==> config.mk <==
export PLATFORM = sky130hd
export DESIGN_NAME = do_loop_seq
export DESIGN_NICKNAME = d
export VERILOG_FILES = /design/src/rtl/do_loop_pkg.sv /design/src/rtl/do_loop_body.sv /design/src/rtl/do_loop_seq.sv
export SDC_FILE = /design/constraint.sdc
export NUM_CORES = 1
export LEC_CHECK = 0
export BUFFER_PORTS_ARGS = -buffer_cell sky130_fd_sc_hd__buf_2
export CORE_AREA = 4 4 102 104
export DETAILED_ROUTE_END_ITERATION = 10
export DIE_AREA = 0 0 106 108
export PLACE_DENSITY = 0.61
export SKIP_CTS_REPAIR_TIMING = 1
export SLEW_MARGIN = 40
export SYNTH_ARGS = -nofsm -noshare
export SYNTH_HDL_FRONTEND = slang
export SYNTH_HIERARCHICAL = 1
export SYNTH_SLANG_ARGS = --single-unit
==> constraint.sdc <==
create_clock -name clk -period 4.6 [get_ports clk]
set_clock_uncertainty 0.15 [all_clocks]
set_input_delay 0.23 -clock clk [delete_from_list [all_inputs] [get_ports clk]]
set_output_delay 0.23 -clock clk [all_outputs]
set_load 0.005 [all_outputs]
==> src/rtl/do_loop_pkg.sv <==
// Shared types and helpers for the clocked do-while lane-copy block.
package do_loop_pkg;

   typedef enum logic [1:0] {
      IDLE = 2'd0,
      RUN  = 2'd1,
      DONE = 2'd2
   } do_loop_state_e;

   // Effective iteration count: the body runs at least once and never past N lanes.
   function automatic int unsigned eff_iters(input int unsigned limit, input int unsigned n);
      if (limit == 0)
         return 1;
      else if (limit > n)
         return n;
      else
         return limit;
   endfunction

endpackage

==> src/rtl/do_loop_body.sv <==
// One loop-body lane: copy the low operand bit and AND it with its paired bit.
module do_loop_body (
   input  logic lo_bit,
   input  logic hi_bit,
   output logic low,
   output logic high
);

   // Lane result is purely combinational.
   always_comb begin
      low  = lo_bit;
      high = lo_bit & hi_bit;
   end

endmodule

==> src/rtl/do_loop_seq.sv <==
// Clocked do-while: one lane iteration per cycle with start/busy/done handshake.
module do_loop_seq
   import do_loop_pkg::*;
#(
   parameter int unsigned N = 4,
   parameter int unsigned W = 128
) (
   input  logic                   clk,
   input  logic                   rst,
   input  logic                   start,
   input  logic [W-1:0]           in,
   input  logic [$clog2(N):0]     limit,
   output logic                   busy,
   output logic                   done,
   output logic [W-1:0]           out
);

   localparam int LW = $clog2(N) + 1;

   do_loop_state_e  state;
   logic [2*N-1:0]  in_q;
   logic [LW-1:0]   limit_q;
   logic [LW-1:0]   i;
   logic [LW-1:0]   k;
   logic [N-1:0]    low;
   logic [N-1:0]    high;
   logic            lane_lo;
   logic            lane_hi;
   logic            body_low;
   logic            body_high;

   // Operand bits above the two nibble lanes never reach the result.
   if (W > 2*N) begin : g_unused
      logic unused_in;
      assign unused_in = ^in[W-1:2*N];
   end

   assign k = LW'(eff_iters(32'(limit_q), N));

   // Select the operand pair for the current iteration; the loop compare avoids a variable-width index.
   always_comb begin
      lane_lo = 1'b0;
      lane_hi = 1'b0;
      for (int unsigned j = 0; j < N; j++) begin
         if (i == LW'(j)) begin
            lane_lo = in_q[j];
            lane_hi = in_q[N+j];
         end
      end
   end

   do_loop_body u_body (
      .lo_bit (lane_lo),
      .hi_bit (lane_hi),
      .low    (body_low),
      .high   (body_high)
   );

   // Control FSM, counter, capture registers and result register.
   always_ff @(posedge clk) begin
      if (rst) begin
         state   <= IDLE;
         busy    <= 1'b0;
         done    <= 1'b0;
         out     <= '0;
         i       <= '0;
         low     <= '0;
         high    <= '0;
         in_q    <= '0;
         limit_q <= '0;
      end else begin
         case (state)
            IDLE: begin
               if (start) begin
                  in_q    <= in[2*N-1:0];
                  limit_q <= limit;
                  low     <= '0;
                  high    <= '0;
                  i       <= '0;
                  busy    <= 1'b1;
                  state   <= RUN;
               end
            end
            RUN: begin
               for (int unsigned j = 0; j < N; j++) begin
                  if (i == LW'(j)) begin
                     low[j]  <= body_low;
                     high[j] <= body_high;
                  end
               end
               // Exit test comes after the body, giving do-while semantics.
               if ((i + LW'(1)) >= k) begin
                  done  <= 1'b1;
                  state <= DONE;
               end else begin
                  i <= i + LW'(1);
               end
            end
            DONE: begin
               done            <= 1'b0;
               busy            <= 1'b0;
               out             <= '0;
               out[2*N-1:0]    <= {high, low};
               state           <= IDLE;
            end
            default: begin
               state <= IDLE;
            end
         endcase
      end
   end

endmodule

==> results of run 1 <==
## through the flow
step            util  cells  worst slack (ps)  cell area [um2]
2_1_floorplan      -    422              2620             2970
3_3_place_gp   0.240    449              2460             2290
3_5_place_dp   0.240    449              2420             2290
4_1_cts        0.254    457              2410             2430
5_1_grt        0.254    457              2160             2430
6_report       0.254    457              2400             2430
## synthesized netlist by cell type, types with 2 or more instances
cell      instances  area, um2
buf_4           121        908
nand2_1          36        135
dfxtp_1          34        681
a21oi_1          24        120
nor2_1           11       41.3
a21oi_2          10       87.6
nand2_2           9       56.3
ha_1              8        100
mux2i_1           7       70.1
inv_1             6       22.5
nand3b_1          5       37.5
clkbuf_1          4       15.0
and2_1            3       18.8
nand2b_4          3       41.3
a32oi_1           2       17.5
nand2b_1          2       12.5
nand3_1           2       10.0
o21ai_0           2       10.0
o31ai_1           2       15.0
## logic make-up after synthesis
| logic type | share of synthesized area |
|---|---|
| multiplexers | 0.0277 |
| buffers and inverters | 0.392 |
| adder cells (fa/ha/maj) | 0.0396 |
| other | 0.00148 |
| AO/OA/AOI/OAI | 0.107 |
| AND/OR/NAND/NOR | 0.163 |
| flip-flops | 0.269 |
## layer usage
metal / track usage / wire length, um / up-vias
met1: 0.0870 / 1820 / 667
li1: - / - / 764
met2: 0.111 / 1710 / 122
met4: 0.0361 / 98 / 0
met5: 0 / 0 / -
met3: 0.0191 / 594 / 7
## cell type report
cell class / count / area [um2]
flip-flops and latches: 34 / 681
clock buffers: 5 / 68.8
clock inverters: 3 / 68.8
repair buffers: 23 / 115
multi-input cells: 252 / 1300
well taps: 133 / 166
inverters: 7 / 26.3
fillers: 1060 / 7120
## state kept, by name, summed over array words and instances (netlist names)
name     flops
low          4
i            3
done         1
in_q         8
busy         1
state        2
out          8
limit_q      3
high         4
## critical path: cells and delay by family (launching register included)
family,cells,cell delay [ps]
AND/OR/NAND/NOR,4,670
AO/OA/AOI/OAI,3,550
flip-flops,1,360
adder cells (fa/ha/maj),1,240
multiplexers,1,90
buffers and inverters,1,80
## worst paths after layout
kind         startpoint         end  slack (ps)  cells past startpoint
max                i[1]     high[0]        2400                     10
min            limit[0]  limit_q[0]          30                      3
max reg2reg        i[1]     high[0]        2400                     10
min reg2reg      out[3]      out[3]         300                      2
## report_power, final
part	switching (mW)	internal (mW)
Combinational	0.0710	0.0314
Sequential	0.0106	0.305
Clock	0.118	0.217
==> summary.txt, run 1 <==
CTS
  – Clk slew on worst S/H paths: 80 ps
  – H-tree levels: 2
  – CTS Sinks: 34
  – Clk buf depth: 2
  – Num CTS Buffers: 5
  – CTS Root Cell: clkbuf_8
  – CTS tree: yes
  – Skew-Pair Late Insertion Delay: about 290 ps

Setup path
  – Critical path data arrival time: 2280 ps
  – Critical path type: reg -> reg
  – Critical Path Source Type: register
  – Critical Path End Type: register
  – CP Cell Sequence: inv_1 -> ha_1 -> nand3b_1 -> a21oi_1 -> a21oi_1 -> o31ai_1 -> and2_1 -> and2_1 -> mux2i_1 -> nor2_1
  – Slowest Stage Delay on Critical Path: ~360 ps
  – Crit path required time: 4680 ps
  – Crit-path max FO: 5
  – Slowest stage cell, crit path: dfxtp_1

Global route
  – Largest net degree at the start of global routing: 35
  – Initial antenna violation count: 0
  – First-pass GRT wire length: 6.33 mm
  – GR Overflow Total: 0
  – Gr usage total: 0.0699
  – Vias in the first global route: roughly 1300

Floorplanning
  – Initial core utilization: 0.265
  – Num rows: 36
  – Total die area: roughly 0.011 mm2
  – Die Height: 108 um
  – # IOs: around 260
  – Core area: 0.00955 mm2
  – Die Wd: about 110 um

STA
  – Fin. max-slew vios: 0
  – Final Hold Viols: 0
  – Peak Freq: around 460 MHz
  – Slew of the pin with the lowest slew margin: 725 ps
  – Final setup violation count: 0
  – RSZ-0062 raised after global routing: no
  – Hold_ws: about 30 ps
  – Setup_tns: 0 ps
  – Crit share post-route: 0.478
  – Max_slew headroom: 0.517
  – Crit path time final: roughly 2200 ps

Layout
  – Commonest non-fill, non-tap cell in the layout: conb_1
  – Area grow syn2layout: -3.86%
  – Most frequent cells in the layout: 120 x conb_1, 36 x nand2_1, 34 x dfxtp_1
  – NumNets Final: 465
  – Antenna cell count: 0
  – Layout cells sized above 1: 0.179

Routing
  – Routed len/inst: 9.24 um
  – DRT antenna net count: 0
  – Iteration-0 DRC count of the detailed router: 87
  – Via count: 1560
  – 1st-pass router iterations: 4
  – DRC viols: 0
  – WL final: 4.22 mm
  – Vias per std cell: 3.41

Place
  – Port Buf Inserts: 23
  – GPL Wtd Cong: between 0.8 and 0.9
  – Post-DP HPWL: 3.29 mm

Logic synthesis
  – Mapped cell area: 0.00253 mm2
  – YS warnings: 6
  – Post-synth top flop: dfxtp_1
  – Number of synthesized register bits: 34
  – Distinct cell type count after synthesis: 31
  – Syn Area/Cell: 8.34 um2
  – Sequential fraction of the synthesis area: 0.269
  – Synth async-reset ratio: 0
  – Mapped Cells: 303
  – Post-synth EDFFs: 0

Power
  – Leakage power: approximately 1.1 nW
  – Pwr per Cell Area: 310 mW/mm2
  – Pwr Total: roughly 0.75 mW
  – VDD IR max: ~0.17 mV

Status
  – Outcome: finished, final reports clean

Run
  – Max-cap check violation count: 0

Worst hold path
  – Hold WC Path Type: in -> reg
Power figures use the tool's default switching activity.
==> inputs of run 2 (changes only) <==
--- a/config.mk
+++ b/config.mk
@@ -5,11 +5,12 @@
 export SDC_FILE = /design/constraint.sdc
 export NUM_CORES = 1
 export LEC_CHECK = 0
+export ABC_AREA = 1
 export BUFFER_PORTS_ARGS = -buffer_cell sky130_fd_sc_hd__buf_2
-export CORE_AREA = 4 4 102 104
+export CORE_AREA = 4 4 101 103
 export DETAILED_ROUTE_END_ITERATION = 10
-export DIE_AREA = 0 0 106 108
-export PLACE_DENSITY = 0.61
+export DIE_AREA = 0 0 105 107
+export PLACE_DENSITY = 0.63
 export SKIP_CTS_REPAIR_TIMING = 1
 export SLEW_MARGIN = 40
 export SYNTH_ARGS = -nofsm -noshare
==> constraint.sdc (replaced) <==
create_clock -name clk -period 1.9 [get_ports clk]
set_clock_uncertainty 0.15 [all_clocks]
set_input_delay 0.095 -clock clk [delete_from_list [all_inputs] [get_ports clk]]
set_output_delay 0.095 -clock clk [all_outputs]
set_load 0.005 [all_outputs]
==> run 2 against run 1 <==
Net effect: the run now ends with hold timing left; sequential share of layout area is 1.1 points lower; non-clock buffer count increased by 18; die area fell by 1.9%; clock power rose by 66%; worst hold slack lost 91 ps; routed wire length up 0.31%; total power grew to 3.1 times the previous value; largest cell class unchanged; synthesized cell count increased by 6.3%; design area up 4.8%; critical path type unchanged; final cell count grew 3.7%.
==> summary.txt, run 2 <==
Floorplanning
  – Core area: 0.00920 mm2 (-3.7%)
  – Num rows: 35 (-2.8%)
  – Initial core utilization: 0.260 (-0.00495)
  – # IOs: 264 (unchanged)
  – Total die area: 0.0112 mm2 (-1.9%)
  – Die Height: 107 um (-0.93%)
  – Die Wd: 105 um (-0.94%)

Setup path
  – Worst reg-to-reg path cell count: 11 (+1)
  – Crit path required time: 1980 ps (-2700 ps)
  – Critical Path End Type: register
  – R2R Path Start: i[0]
  – Reg-to-reg slack, setup: 70 ps (-2340 ps)
  – Critical path data arrival time: 1910 ps (-370 ps)
  – Launch point of the worst path: i[0]
  – Crit-path max FO: 2 (-3)
  – Critical Path Source Type: register
  – Critical Path End: done
  – Reg-to-reg endpoint: done
  – Critical path type: reg -> reg

Power
  – Net Switching: 0.839 mW (+320%)
  – Sw frac: 0.365 (+0.0996)
  – Leakage power: 1.27 nW (+11%)
  – Clock share of power: 0.241 (-0.204)
  – Flop pwr share: 0.389 (-0.030)
  – Logic pwr share: 0.370 (+0.234)
  – Int Pwr: 1.46 mW (+160%)
  – VDD IR max: 0.345 mV (+98%)
  – Pwr per Cell Area: 903 mW/mm2 (+190%)

CTS
  – Clk slew on worst S/H paths: 70 ps (about the same)
  – H-tree levels: 2 (unchanged)
  – Clk buf depth: 2 (unchanged)
  – Skew-Pair Late Insertion Delay: 280 ps (about the same)
  – CTS tree: yes
  – CTS Sinks: 34 (unchanged)
  – CTS Root Cell: clkbuf_8
  – Num CTS Buffers: 5 (unchanged)

Status
  – Failing checks: hold timing
  – Outcome: finished with violations

Global route
  – Gr usage total: 0.0638 (-0.00607)
  – GR Overflow Total: 0 (unchanged)
  – First-pass GRT wire length: 5.84 mm (-7.7%)
  – Vias in the first global route: 1394 (+7.7%)
  – Initial antenna violation count: 0 (unchanged)
  – Largest net degree at the start of global routing: 18 (-49%)

Place
  – Post-DP HPWL: 3.39 mm (+3.0%)
  – GPL Wtd Cong: 0.785 (-2.6%)
  – Placed Area: 0.00221 mm2 (-3.8%)
  – Port Buf Inserts: 23 (unchanged)

STA
  – Peak Freq: 545 MHz (+20%)
  – Final Hold Viols: 2 (+2)
  – Fin. max-slew vios: 0 (unchanged)
  – Crit path time final: 1830 ps (-363 ps)
  – RSZ-0062 raised after global routing: yes
  – Final setup violation count: 0 (unchanged)
  – Crit share post-route: 0.966 (+0.488)
  – Hold_ws: -60.0 ps (-90.7 ps)

Logic synthesis
  – Distinct cell type count after synthesis: 19 (-39%)
  – Post-synth EDFFs: 0 (unchanged)
  – Synth async-reset ratio: 0 (unchanged)
  – YS warnings: 6 (unchanged)
  – Commonest cells post-synth: 123 x buf_4, 45 x nor2_1, 34 x dfxtp_1
  – Sequential fraction of the synthesis area: 0.285 (+0.0157)
  – Post-synth top area share: 0.387 (+0.0272)
  – Mapped Cells: 322 (+6.3%)
  – Largest area contributor in the synthesized netlist: buf_4
  – Syn Area/Cell: 7.42 um2 (-11%)
  – Post-synth top flop: dfxtp_1
  – Main area contributors after synthesis: buf_4 39%, dfxtp_1 28%, nor2_1 7.1%
  – Most frequent cell after synthesis: buf_4
  – Number of synthesized register bits: 34 (unchanged)
  – Mapped cell area: 0.00239 mm2 (-5.5%)

Routing
  – DRT antenna net count: 0 (unchanged)
  – DRC viols: 0 (unchanged)
  – WL final: 4.24 mm (+0.31%)
  – 1st-pass router iterations: 4 (unchanged)
  – Via count: 1684 (+7.9%)
  – Routed len/inst: 8.94 um (-3.3%)
  – Iteration-0 DRC count of the detailed router: 29 (-67%)
  – Vias per std cell: 3.55 (+4.1%)

Layout
  – Area grow syn2layout: 6.65%
  – Antenna cell count: 0 (unchanged)
  – NumNets Final: 504 (+8.4%)
  – Fill cells: 1004 (-5.3%)
  – Layout cells sized above 1: 0.201 (+0.0221)
  – Commonest non-fill, non-tap cell in the layout: conb_1
  – Biggest regs: in_q x8, out x8
  – Final core occ: 0.277 (+0.0226)
  – Most frequent cells in the layout: 120 x conb_1, 43 x nor2_1, 32 x dfxtp_1
  – Design Area, Final: 0.00255 mm2 (+4.8%)

Worst hold path
  – Hold WC Path Type: in -> reg

Run
  – Max-cap check violation count: 0 (unchanged)
## run 2: worst max-delay path, cell delays in order, from the launching register on
cell	delay (ps)
dfxtp_4	360
ha_4	160
ha_4	260
inv_2	40
ha_4	270
nand2_1	50
inv_1	60
nand2_2	80
buf_4	140
nand2_2	50
nand2_2	50
a21oi_2	120
## run 2: cell families after synthesis
group	synth area share
buffers and inverters	0.423
and+or+nand+nor	0.148
AOI/OAI and AO/OA	0.100
DFF	0.285
adders and majority gates	0.0419
other	0.00157
## run 2: routing by layer
layer | global-route usage | share of wire
met3 | 0.0241 | 0.13
met1 | 0.0744 | 0.39
met5 | 0 | 0
met2 | 0.108 | 0.47
met4 | 0.0216 | 0.0092
## run 2: how the worst min path moves through the flow
stage               cells past startpoint  start       end  slack [ps]
detailed placement                      2    rst      done         170
floorplan                               1    rst      busy          10
global route                            3  in[0]   in_q[0]           9
CTS                                     2    rst      done        -140
global placement                        2    rst  state[0]         170
finish                                  3  in[1]   in_q[1]         -60
## run 2: final cells by class
type	count	area (um2)	share of cell area
Clock buffer	6	82.6	0.0324
Clock inverter	2	12.5	0.00491
Inverter	19	73.8	0.0290
Multi-Input combinational cell	261	1270	0.500
Sequential cell	34	686	0.269
Tap cell	111	139	0.0545
Timing Repair Buffer	41	279	0.110
## run 2: through the flow
step	total power, mW	std cells	worst slack [ps]	setup TNS [ps]
CTS	2.14	463	-128	-366
global placement	1.55	455	-66.6	-188
global route	2.46	474	-20.5	-28.8
finish	2.30	474	65.3	0
floorplan	1.57	441	33.6	0
detailed placement	1.58	455	-116	-300
## run 2: power groups by stage
| stage | clock (mW) | sequential, mW | combinational, mW |
|---|---|---|---|
| floorplan | 0 | 0.896 | 0.672 |
| global placement | 0 | 0.898 | 0.652 |
| detailed placement | 0 | 0.903 | 0.677 |
| CTS | 0.572 | 0.887 | 0.678 |
| global route | 0.595 | 0.909 | 0.959 |
| finish | 0.555 | 0.895 | 0.851 |
==> inputs of run 3 (changes only) <==
--- a/config.mk
+++ b/config.mk
@@ -10,7 +10,8 @@
 export CORE_AREA = 4 4 101 103
 export DETAILED_ROUTE_END_ITERATION = 10
 export DIE_AREA = 0 0 105 107
-export PLACE_DENSITY = 0.63
+export PLACE_DENSITY = 0.6
+export REMOVE_ABC_BUFFERS = 1
 export SKIP_CTS_REPAIR_TIMING = 1
 export SLEW_MARGIN = 40
 export SYNTH_ARGS = -nofsm -noshare
==> constraint.sdc (replaced) <==
create_clock -name clk -period 2 [get_ports clk]
set_clock_uncertainty 0.15 [all_clocks]
set_input_delay 0.1 -clock clk [delete_from_list [all_inputs] [get_ports clk]]
set_output_delay 0.1 -clock clk [all_outputs]
set_load 0.005 [all_outputs]
==> run 3 against run 2 <==
Net effect: the flow now finishes without violations; first-iteration DRC count rose by 97%; register-to-register slack improved by 70 ps; combinational power fell by 16%; largest cell class unchanged; highest routed layer unchanged.
==> summary.txt, run 3 (same netlist as run 2, synthesis figures left out) <==
Global route
  – First-pass GRT wire length: 6.11 mm (+4.7%)
  – Met2 Usage GRT: 0.102 (-0.00596)
  – Vias in the first global route: 1341 (-3.8%)
  – Largest net degree at the start of global routing: 31 (+13)
  – Initial antenna violation count: 0 (unchanged)
  – GR Overflow Total: 0 (unchanged)
  – Gr usage total: 0.0665 (+0.00266)
  – GR peak layer: met2
  – Met3 GRT Util: 0.0259 (+0.00181)
  – Met1 Use GR: 0.0876 (+0.0131)

Worst hold path
  – Hold Path Sink: state[0]
  – Hold_sp: start
  – Hold WC Path Type: in -> reg
  – Hold path cells: 3 (unchanged)

Status
  – Outcome: finished, final reports clean

Power
  – Pwr Total: 2.19 mW (-4.6%)
  – Int Pwr: 1.43 mW (-2.1%)
  – Flop pwr share: 0.386 (-0.003)
  – VDD IR max: 0.314 mV (-9.0%)
  – Pwr per Cell Area: 883 mW/mm2 (-2.2%)
  – Logic pwr share: 0.327 (-0.043)
  – Sw frac: 0.348 (-0.0165)
  – Net Switching: 0.764 mW (-8.9%)
  – Clock share of power: 0.287 (+0.046)
  – Leakage power: 1.26 nW (-0.72%)

CTS
  – H-tree levels: 2 (unchanged)
  – Clk buf depth: 2 (unchanged)
  – CTS Root Cell: clkbuf_8
  – Skew-Pair Late Insertion Delay: 280 ps (about the same)
  – Clk slew on worst S/H paths: 70 ps (about the same)
  – Num CTS Buffers: 5 (unchanged)
  – CTS Sinks: 34 (unchanged)
  – CTS tree: yes

Floorplanning
  – Num rows: 35 (unchanged)
  – Initial core utilization: 0.260 (unchanged)
  – Core area: 0.00920 mm2 (unchanged)
  – # IOs: 264 (unchanged)
  – Die Wd: 105 um (unchanged)
  – Total die area: 0.0112 mm2 (unchanged)
  – Die Height: 107 um (unchanged)

Layout
  – Design Area, Final: 0.00248 mm2 (-2.5%)
  – Fill cells: 1017 (+1.3%)
  – NumNets Final: 501 (-0.60%)
  – Most frequent cells in the layout: 120 x conb_1, 43 x nor2_1, 33 x dfxtp_1
  – Layout cells sized above 1: 0.153 (-0.0483)
  – Antenna cell count: 0 (unchanged)
  – Commonest non-fill, non-tap cell in the layout: conb_1
  – Biggest regs: in_q x8, out x8
  – Area grow syn2layout: 4.03%
  – Final core occ: 0.270 (-0.00680)

Setup path
  – Reg-to-reg slack, setup: 140 ps (+70 ps)
  – CP Cell Sequence: ha_1 -> ha_4 -> inv_2 -> ha_4 -> nand2_1 -> inv_1 -> nand2_2 -> nand3_4 -> nand3_1 -> nand2_1 -> nor2_1
  – Slowest stage cell, crit path: dfxtp_1
  – CP bufs+invs: 2 (-1)
  – Critical Path End Type: register
  – Crit path max-delay family: adder cells
  – Reg-to-reg endpoint: i[2]
  – Number of cells on the critical path: 11 (unchanged)
  – Critical path type: reg -> reg
  – Crit-path max FO: 7 (+5)
  – Slowest Stage Delay on Critical Path: 320 ps (-40 ps)
  – Critical Path Source Type: register
  – Crit path required time: 2030 ps (+50 ps)
  – Worst reg-to-reg path cell count: 11 (unchanged)
  – R2R Path Start: i[0]
  – Critical path data arrival time: 1890 ps (-20 ps)

Routing
  – 1st-pass router iterations: 4 (unchanged)
  – Routed len/inst: 8.75 um (-2.1%)
  – Iteration-0 DRC count of the detailed router: 57 (+97%)
  – DRT antenna net count: 0 (unchanged)
  – DRC viols: 0 (unchanged)
  – WL final: 4.12 mm (-2.7%)
  – Via count: 1649 (-2.1%)
  – Vias per std cell: 3.50 (-1.5%)

Place
  – Port Buf Inserts: 23 (unchanged)
  – GPL Wtd Cong: 0.754 (-4.0%)
  – DP Worst Slack: -70.6 ps (+45.1 ps)
  – Placed Area: 0.00217 mm2 (-1.5%)
  – Post-DP HPWL: 3.32 mm (-2.1%)

Run
  – Max-cap check violation count: 0 (unchanged)

STA
  – Crit path time final: 1860 ps (+26.1 ps)
  – Setup WS post-layout: 139 ps (+73.9 ps)
  – Final setup violation count: 0 (unchanged)
  – Max_slew headroom: 0.523
  – Setup_tns: 0 ps (unchanged)
  – Crit share post-route: 0.930 (-0.0352)
  – Slew of the pin with the lowest slew margin: just over 700 ps
  – Peak Freq: 537 MHz (-1.4%)
  – Fin. max-slew vios: 0 (unchanged)
  – Final Hold Viols: 0 (-2)
## run 3: cell count changes in the layout (fill, tap and decap cells not counted), sizes merged
cell         change
bufinv           +1
clkinvlp         +1
clkinv           -1
dlygate4sd3      +2
buf              -5
clkbuf           -1
## run 3: worst max path at each step
stage                     slack, ps  from       to
after floorplan                  90  i[0]     i[1]
after detailed placement        -70  i[0]     i[2]
after CTS                       -90  i[0]     i[2]
after global routing             -9  i[0]  high[3]
final                           140  i[0]     i[2]
after global placement          -50  i[0]     i[2]
## run 3: through the flow
stage | instances | hold WS [ps]
4_1_cts | 459 | -136
5_1_grt | 471 | 122
3_3_place_gp | 451 | 169
3_5_place_dp | 451 | 170
2_1_floorplan | 314 | 19.1
6_report | 471 | 94.7
## run 3: worst min-delay path, stage by stage
cell	delay (ps)
buf_2	100
nand2_2	180
a21oi_1	100
## run 3: final cells by class
type	count	area [um2]	area share
clock inverters	3	45.0	0.0181
flip-flops and latches	34	682	0.274
clock buffers	5	68.8	0.0277
repair buffers	38	258	0.104
inverters	19	71.3	0.0287
multi-input cells	261	1220	0.491
well taps	111	139	0.0559
## run 3: metal layers
metal / share of wire / vias to the layer above
met5: 0 / -
met4: 0.0082 / 0
met3: 0.13 / 5
met2: 0.44 / 110
met1: 0.43 / 698
li1: - / 836
## run 3: power by group through the flow
| stage | sequential, mW | clock, mW | combinational, mW |
|---|---|---|---|
| floorplan | 0.851 | 0 | 0.433 |
| global placement | 0.855 | 0 | 0.581 |
| detailed placement | 0.859 | 0 | 0.595 |
| CTS | 0.844 | 0.651 | 0.597 |
| global route | 0.863 | 0.698 | 0.829 |
| finish | 0.848 | 0.630 | 0.717 |
